$ cat config.mk
export PLATFORM = sky130hd
export DESIGN_NAME = fifo_ctrl
export DESIGN_NICKNAME = d
export VERILOG_FILES = /design/src/rtl/fifo_ctrl.sv
export SDC_FILE = /design/constraint.sdc
export NUM_CORES = 1
export LEC_CHECK = 0
export ABC_AREA = 1
export CAP_MARGIN = 20
export CELL_PAD_IN_SITES_DETAIL_PLACEMENT = 2
export CELL_PAD_IN_SITES_GLOBAL_PLACEMENT = 2
export CORE_UTILIZATION = 22
export DETAILED_ROUTE_END_ITERATION = 10
export PLACE_DENSITY_LB_ADDON = 0.3
export REMOVE_ABC_BUFFERS = 1
export SKIP_LAST_GASP = 1
export SLEW_MARGIN = 10
export SYNTH_ARGS = -nofsm -noshare
export SYNTH_HDL_FRONTEND = slang
export SYNTH_SLANG_ARGS = --single-unit
$ cat constraint.sdc
create_clock -name clk -period 2.6 [get_ports clk]
set_clock_uncertainty 0.1 [all_clocks]
set_input_delay 0.78 -clock clk [delete_from_list [all_inputs] [get_ports clk]]
set_output_delay 0.78 -clock clk [all_outputs]
set_load 0.03 [all_outputs]
$ cat src/rtl/fifo_ctrl.sv
`default_nettype none
// ============================================================================
// Module   : fifo_ctrl
// Purpose  : Synchronous FIFO controller that sits directly in front of a
//            dual-port RAM. It keeps the write/read pointers, the occupancy
//            count and the status flags. It drives RAM port 0 for writes and
//            RAM port 1 for registered reads, and it returns the RAM read data
//            to the client with a one-cycle valid strobe.
// Ports    :
//   clk, rst_n              clock (rising edge), asynchronous active-low reset
//   wr_en, wr_data          push request and push data
//   rd_en                   pop request
//   rd_data, rd_valid       popped word (pass-through of ram_data_1) + strobe
//   flush                   synchronous clear of pointers, count, rd_valid
//   clr_flags               synchronous clear of overflow/underflow
//   full, empty             count == DEPTH / count == 0
//   almost_full             count >= DEPTH - AF_MARGIN
//   almost_empty            count <= AE_MARGIN
//   count                   stored words, 0..DEPTH
//   overflow, underflow     sticky rejected-push / rejected-pop flags
//   ram_*_0                 RAM write port (address, enable, dir=1, data)
//   ram_*_1                 RAM read port (address, enable, dir=0), data in
//   ram_full                copy of full for the RAM
// Revision : 1.0 - initial release
// ============================================================================
module fifo_ctrl #(
  parameter int DATA_WIDTH = 8,
  parameter int ADDR_WIDTH = 8,
  parameter int AF_MARGIN  = 2,
  parameter int AE_MARGIN  = 2
) (
  input  logic                  clk,
  input  logic                  rst_n,
  input  logic                  wr_en,
  input  logic [DATA_WIDTH-1:0] wr_data,
  input  logic                  rd_en,
  output logic [DATA_WIDTH-1:0] rd_data,
  output logic                  rd_valid,
  input  logic                  flush,
  input  logic                  clr_flags,
  output logic                  full,
  output logic                  empty,
  output logic                  almost_full,
  output logic                  almost_empty,
  output logic [ADDR_WIDTH:0]   count,
  output logic                  overflow,
  output logic                  underflow,
  output logic [ADDR_WIDTH-1:0] ram_address_0,
  output logic                  ram_chip_enable_0,
  output logic                  ram_write_read_0,
  output logic [DATA_WIDTH-1:0] ram_data_0,
  output logic [ADDR_WIDTH-1:0] ram_address_1,
  output logic                  ram_chip_enable_1,
  output logic                  ram_write_read_1,
  input  logic [DATA_WIDTH-1:0] ram_data_1,
  output logic                  ram_full
);

  localparam logic [ADDR_WIDTH:0] C_DEPTH    = {1'b1, {ADDR_WIDTH{1'b0}}};
  localparam logic [ADDR_WIDTH:0] C_ONE      = {{ADDR_WIDTH{1'b0}}, 1'b1};
  localparam logic [ADDR_WIDTH:0] C_AF_LEVEL = C_DEPTH - (ADDR_WIDTH+1)'(AF_MARGIN);
  localparam logic [ADDR_WIDTH:0] C_AE_LEVEL = (ADDR_WIDTH+1)'(AE_MARGIN);

  logic [ADDR_WIDTH:0] wr_ptr_q, wr_ptr_d;
  logic [ADDR_WIDTH:0] rd_ptr_q, rd_ptr_d;
  logic [ADDR_WIDTH:0] count_q,  count_d;
  logic                rd_valid_q, rd_valid_d;
  logic                overflow_q, overflow_d;
  logic                underflow_q, underflow_d;

  logic w_pop_ok, w_push_ok;
  logic w_pop_acc, w_push_acc;
  logic w_push_rej, w_pop_rej;

  // Status flags come only from the registered count, so there is no
  // combinational path from the request inputs to the flags.
  assign full         = (count_q == C_DEPTH);
  assign empty        = (count_q == '0);
  assign almost_full  = (count_q >= C_AF_LEVEL);
  assign almost_empty = (count_q <= C_AE_LEVEL);
  assign ram_full     = full;
  assign count        = count_q;

  // A push into a full FIFO is legal when a pop frees a slot in the same
  // cycle. Flush masks both requests and suppresses error reporting.
  assign w_pop_ok   = rd_en & ~empty;
  assign w_push_ok  = wr_en & (~full | w_pop_ok);
  assign w_pop_acc  = w_pop_ok  & ~flush;
  assign w_push_acc = w_push_ok & ~flush;
  assign w_push_rej = wr_en & ~w_push_ok & ~flush;
  assign w_pop_rej  = rd_en & empty      & ~flush;

  // RAM drive. When full with push+pop, both ports target the same address;
  // the RAM returns the old word (the correct pop data) and stores the new.
  assign ram_chip_enable_0 = w_push_acc;
  assign ram_address_0     = wr_ptr_q[ADDR_WIDTH-1:0];
  assign ram_write_read_0  = 1'b1;
  assign ram_data_0        = wr_data;
  assign ram_chip_enable_1 = w_pop_acc;
  assign ram_address_1     = rd_ptr_q[ADDR_WIDTH-1:0];
  assign ram_write_read_1  = 1'b0;

  // The RAM read port is registered, so its output lines up with rd_valid.
  assign rd_data   = ram_data_1;
  assign rd_valid  = rd_valid_q;
  assign overflow  = overflow_q;
  assign underflow = underflow_q;

  always_comb begin
    wr_ptr_d    = wr_ptr_q;
    rd_ptr_d    = rd_ptr_q;
    count_d     = count_q;
    rd_valid_d  = w_pop_acc;
    // A new error in the same cycle as clr_flags keeps the flag set.
    overflow_d  = w_push_rej | (overflow_q  & ~clr_flags);
    underflow_d = w_pop_rej  | (underflow_q & ~clr_flags);

    if (flush) begin
      wr_ptr_d = '0;
      rd_ptr_d = '0;
      count_d  = '0;
    end else begin
      if (w_push_acc) wr_ptr_d = wr_ptr_q + C_ONE;
      if (w_pop_acc)  rd_ptr_d = rd_ptr_q + C_ONE;
      case ({w_push_acc, w_pop_acc})
        2'b10:   count_d = count_q + C_ONE;
        2'b01:   count_d = count_q - C_ONE;
        default: count_d = count_q;
      endcase
    end
  end

  always_ff @(posedge clk or negedge rst_n) begin
    if (!rst_n) begin
      wr_ptr_q    <= '0;
      rd_ptr_q    <= '0;
      count_q     <= '0;
      rd_valid_q  <= 1'b0;
      overflow_q  <= 1'b0;
      underflow_q <= 1'b0;
    end else begin
      wr_ptr_q    <= wr_ptr_d;
      rd_ptr_q    <= rd_ptr_d;
      count_q     <= count_d;
      rd_valid_q  <= rd_valid_d;
      overflow_q  <= overflow_d;
      underflow_q <= underflow_d;
    end
  end

endmodule
`default_nettype wire

---- Yosys cells after proc, flatten, opt, wreduce, memory -nomap -nowiden ----
Index checks and enable logic that the tools add are counted.
operators by class
  div/mod/pow operators ................... 0
  equal/unequal tests ..................... 3
  bitwise logic cells ..................... 18
  shifts and indexed selects .............. 0
  reduce and logical (&&, ||, !) cells .... 4
  multipliers ............................. 0
  add/subtract/negate cells ............... 4
  mux-type cells .......................... 6
  $lt $le $gt $ge ......................... 2
operators by type and width
  operator             count
  $mux 9               5
  $add 9x1->9 const B  3
  $pmux 9 s2           1
  $and 1x1->1          10
  $eq 9x9->1 const B   1
  $ge 9x8->1 const B   1
  $le 9x2->1 const B   1
  $logic_not 9->1      1
  $sub 9x1->9 const B  1
  $not 1->1            5
  $reduce_bool 2->1    2
  $or 1x1->1           3
  $reduce_bool 3->1    1
  $eq 2x1->1 const B   1
  $eq 2x2->1 const B   1
storage, ports and cells
  word-level logic and storage cells ...... 43
  bits in read-only memories .............. 0
  input bits .............................. 22
  flip-flop bits (word level) ............. 30
  bits in writable memories ............... 0
  memories kept ........................... 0
  output and inout port bits .............. 53
  latch bits .............................. 0

---- Depth between registers and ports, before layout ----
  depth in word-level cells ............... 9
  mapped depth ............................ 18
  mapped depth without buffers ............ 17

---- Least setup slack after synthesis ----
OpenSTA, ideal clock, no wires.
  kind .................................... input -> register
  start ................................... in flush
  end ..................................... reg count_q[6], in the netlist count[6]
  setup time .............................. 0.118 ns
  cell stages on the path ................. 14
  path buffers ............................ 2
  arrival time ............................ 2.541 ns
  required time ........................... 2.382 ns
  slack ................................... -0.159 ns
  cell sequence ........................... buf_2 > inv_1 > nand4_4 > buf_4 > inv_1 > ha_1 > a21oi_1 > nand2_1 > nand2_1 > nand2_1 > xnor2_1 > nor2_1 > nand2_1 > nand2_1
between the ends
  word-level cells in the longest chain between the ends .. 5
  elaborated cells on any way between the ends .. 8
  classes of those cells .................. eq/ne (2); mux (2); bitwise (3); reduce/logical (1)
RTL lines
  what                                      line    RTL
  from (decl)                               39      input logic flush,
  $not 1->1                                 88, 89
  $and 1x1->1 (on tied branches)            88, 89
  $eq 2x1->1 or $eq 2x2->1 (tied branches)  125     case ({w_push_acc, w_pop_acc})
  $pmux 9 s2                                125
  $mux 9                                    118     if (flush) begin
  to (signal assigned)                      144     count_q <= count_d;
  to (decl)                                 66      logic [ADDR_WIDTH:0] count_q, count_d;
Parallel ways exist; a longest one is shown, timed or not.
A chain may end at the register's enable or synchronous reset.

---- Worst setup path after layout ----
  start ................................... reg count_q[0], in the netlist count[0]
  end ..................................... out count[0]
RTL lines
  what       line  RTL
  to (decl)  45    output logic [ADDR_WIDTH:0] count,
No word-level cell between the ends.

==> results.ini <==
[grt]
grt_pass1_vias=2224
initial_antenna_violation_count=0
grt_pass1_wl_um=11200
global_routing_usage_summed_across_all_routing_layers_pct=14.7
grt_max_degree=29
overflow=0

[synth]
flop_and_latch_count_out_of_synthesis=28
synth.top_cell.area_share_pct=34.3
netlist-cell-type-count=34
synth.avg_cell_area_um2=7.99
synthesis.yosys.warnings=0
synth_sequential_area_ratio_pct=34.3
post_synth_inst_count=256
synthDominantAreaCellType=sky130_fd_sc_hd__dfrtp_1
synthTopCellsByArea=sky130_fd_sc_hd__dfrtp_1 34%, sky130_fd_sc_hd__nand2_1 10%, sky130_fd_sc_hd__buf_4 7.3%
synthesis.area_mm2=0.00204

[detailed_routing]
routed-via-count=1980
drt-total-wl_um=6930
postRouteAntennaNets=0
drt_iter0_drc=59
via_per_inst=4.59
remaining_drc_errors=6
drt-wirelength-per-cell_um=16.1
first_drt_pass_iteration_count=7

[clock_network]
insertion_delay_ns=0.28
cts_sinks=28
tritoncts_buffer_count=3
htree_levels=1
tritoncts=built
cts_max_path_buffers=2
worst_setup_hold_path_clk_slew_ns=0.10
clock_tree.root_cell=sky130_fd_sc_hd__clkbuf_8

[place]
gp_congestion=0.716
preCtsSetupSlack_ns=-0.419
count_of_buffers_inserted_at_the_top_level_ports=40
placedCellCount=419
placed_area_mm2=0.00269
dp_hpwl_um=5360

[layout]
mostFrequentLayoutCell=sky130_fd_sc_hd__nand2_1
layout_common_cells=53 x sky130_fd_sc_hd__nand2_1, 45 x sky130_fd_sc_hd__buf_4, 30 x sky130_fd_sc_hd__clkdlybuf4s50_1
antennaDiodeCount=0
share_of_layout_cells_above_drive_strength_1_pct=28.5
nets=356
flow.area_growth_from_synthesis_pct=42.5
nFillCells=1033
final_core_utilization_pct=32.9
layoutNonFillerInstCount=431
postLayoutCellArea_mm2=0.00291

[worst_setup_path]
r2r-start=count[1]
worst_r2r_dst=count[8]
cp_max_fo=6
start_point_of_the_critical_path=count[0]
reg2reg_slack_ns=0.09
worstSetupPathType=reg2out
worst_endpoint_data_arrival_time_ns=1.64
worstSetupEndpointType=primary output
critical_path.endpoint=count[0]
setup.worst_path.start_class=flip-flop
critical_path_required_ns=1.72
reg2regPathDepth=16

[sta]
totalNegativeSetupSlack_ns=0
timing.final.ws_setup_ns=0.0841
worst_hold_slack_across_all_endpoints_ns=0.444
finalHoldViolations=0
setup_violations=0
grt_setup_unrepaired=true
fmaxAchievable_ghz=0.397
finalCritPeriodShare_pct=96.8
period_needed_ns=2.52
finalMaxSlewViolations=0

[floorplan]
fp.dieArea_mm2=0.00968
rows=34
initial_core_util_pct=23.1
die_height_um=98.4
core_region_area_mm2=0.00885
die_width_um=98.4
ios=75

[power_and_ir_drop]
power_mw=1.94
worst_ir_drop_vdd_uv=245
pwr_density_cell_mw_per_mm2=667
p_leak_nw=1.34

[min_path]
holdPathStages=1
min-delay-path-class=reg2reg

[flow_run]
maxCapViolations=0

[outcome]
status=complete, but fails checks
violations=DRC

==> worst max-delay path, cell delays in order, from the launching register on <==
cell,delay (ns)
sky130_fd_sc_hd__dfrtp_1,0.40
sky130_fd_sc_hd__buf_4,0.13
sky130_fd_sc_hd__buf_4,0.15
sky130_fd_sc_hd__clkdlybuf4s50_1,0.68
==> layout make-up <==
class	instances	area [µm²]	share of cell area, %
clock buffer	4	55.1	1.89
inverter	26	101	3.48
multi-input combinational	180	1190	40.8
sequential	28	703	24.1
tap	108	135	4.64
timing repair buffer	85	729	25.0
==> repair_timing <==
action                                  CTS  global route
setup buffers                             2             6
hold buffers                              0             0
endpoints found under the setup margin   11             6
resized for setup                        17            18
pin swaps                                 1             1
==> worst min path at each step <==
stage                startpoint          end  slack [ns]
CTS                   underflow    underflow        0.45
finish              wr_ptr_q[0]  wr_ptr_q[0]        0.44
detailed placement    underflow    underflow        0.43
global placement    wr_ptr_q[0]  wr_ptr_q[0]        0.43
global route        rd_ptr_q[0]  rd_ptr_q[0]        0.49
floorplan                 rst_n     count[0]        0.38
==> layer usage <==
layer	vias to the layer above	global-route usage (%)	wire length [µm]
met4	0	2.76	50
met1	977	18.0	3100
met5	-	0	0
met3	4	3.44	277
li1	950	-	-
met2	49	26.4	3500
==> power breakdown <==
| group | internal, mW | switching [mW] |
|---|---|---|
| logic | 0.464 | 0.637 |
| registers | 0.492 | 0.0663 |
| clock network | 0.136 | 0.147 |
| total | 1.09 | 0.851 |
==> flip-flops by register name, summed over array words and instances, names as in the netlist <==
signal	count
rd_valid	1
overflow	1
rd_ptr_q	8
underflow	1
count	9
wr_ptr_q	8
==> synthesized netlist by cell type (all sizes together) <==
| library cell | instances |
|---|---|
| nand2 | 64 |
| dfrtp | 28 |
| nand3 | 27 |
| inv | 26 |
| nor2 | 25 |
| buf | 21 |
| ha | 9 |
| o21ai | 9 |
| a21oi | 8 |
| xor2 | 8 |
| nand4 | 7 |
| o22ai | 5 |
| nor3 | 4 |
| xnor2 | 4 |
| conb | 2 |
| o21a | 2 |
| clkbuf | 1 |
| fa | 1 |
| nand3b | 1 |
| nor4 | 1 |
| o31ai | 1 |
| o32ai | 1 |
| or2 | 1 |
==> logic make-up after synthesis <==
group | Yosys count | share of synthesized area, %
compound gates | 26 | 7.77
xor+xnor | 12 | 5.14
fa+ha+maj | 10 | 6.49
buf+inv | 48 | 12.5
flops | 28 | 34.3
other cells | 2 | 0.367
simple gates | 130 | 33.4
Note: power is estimated with default switching activity, not from simulation.
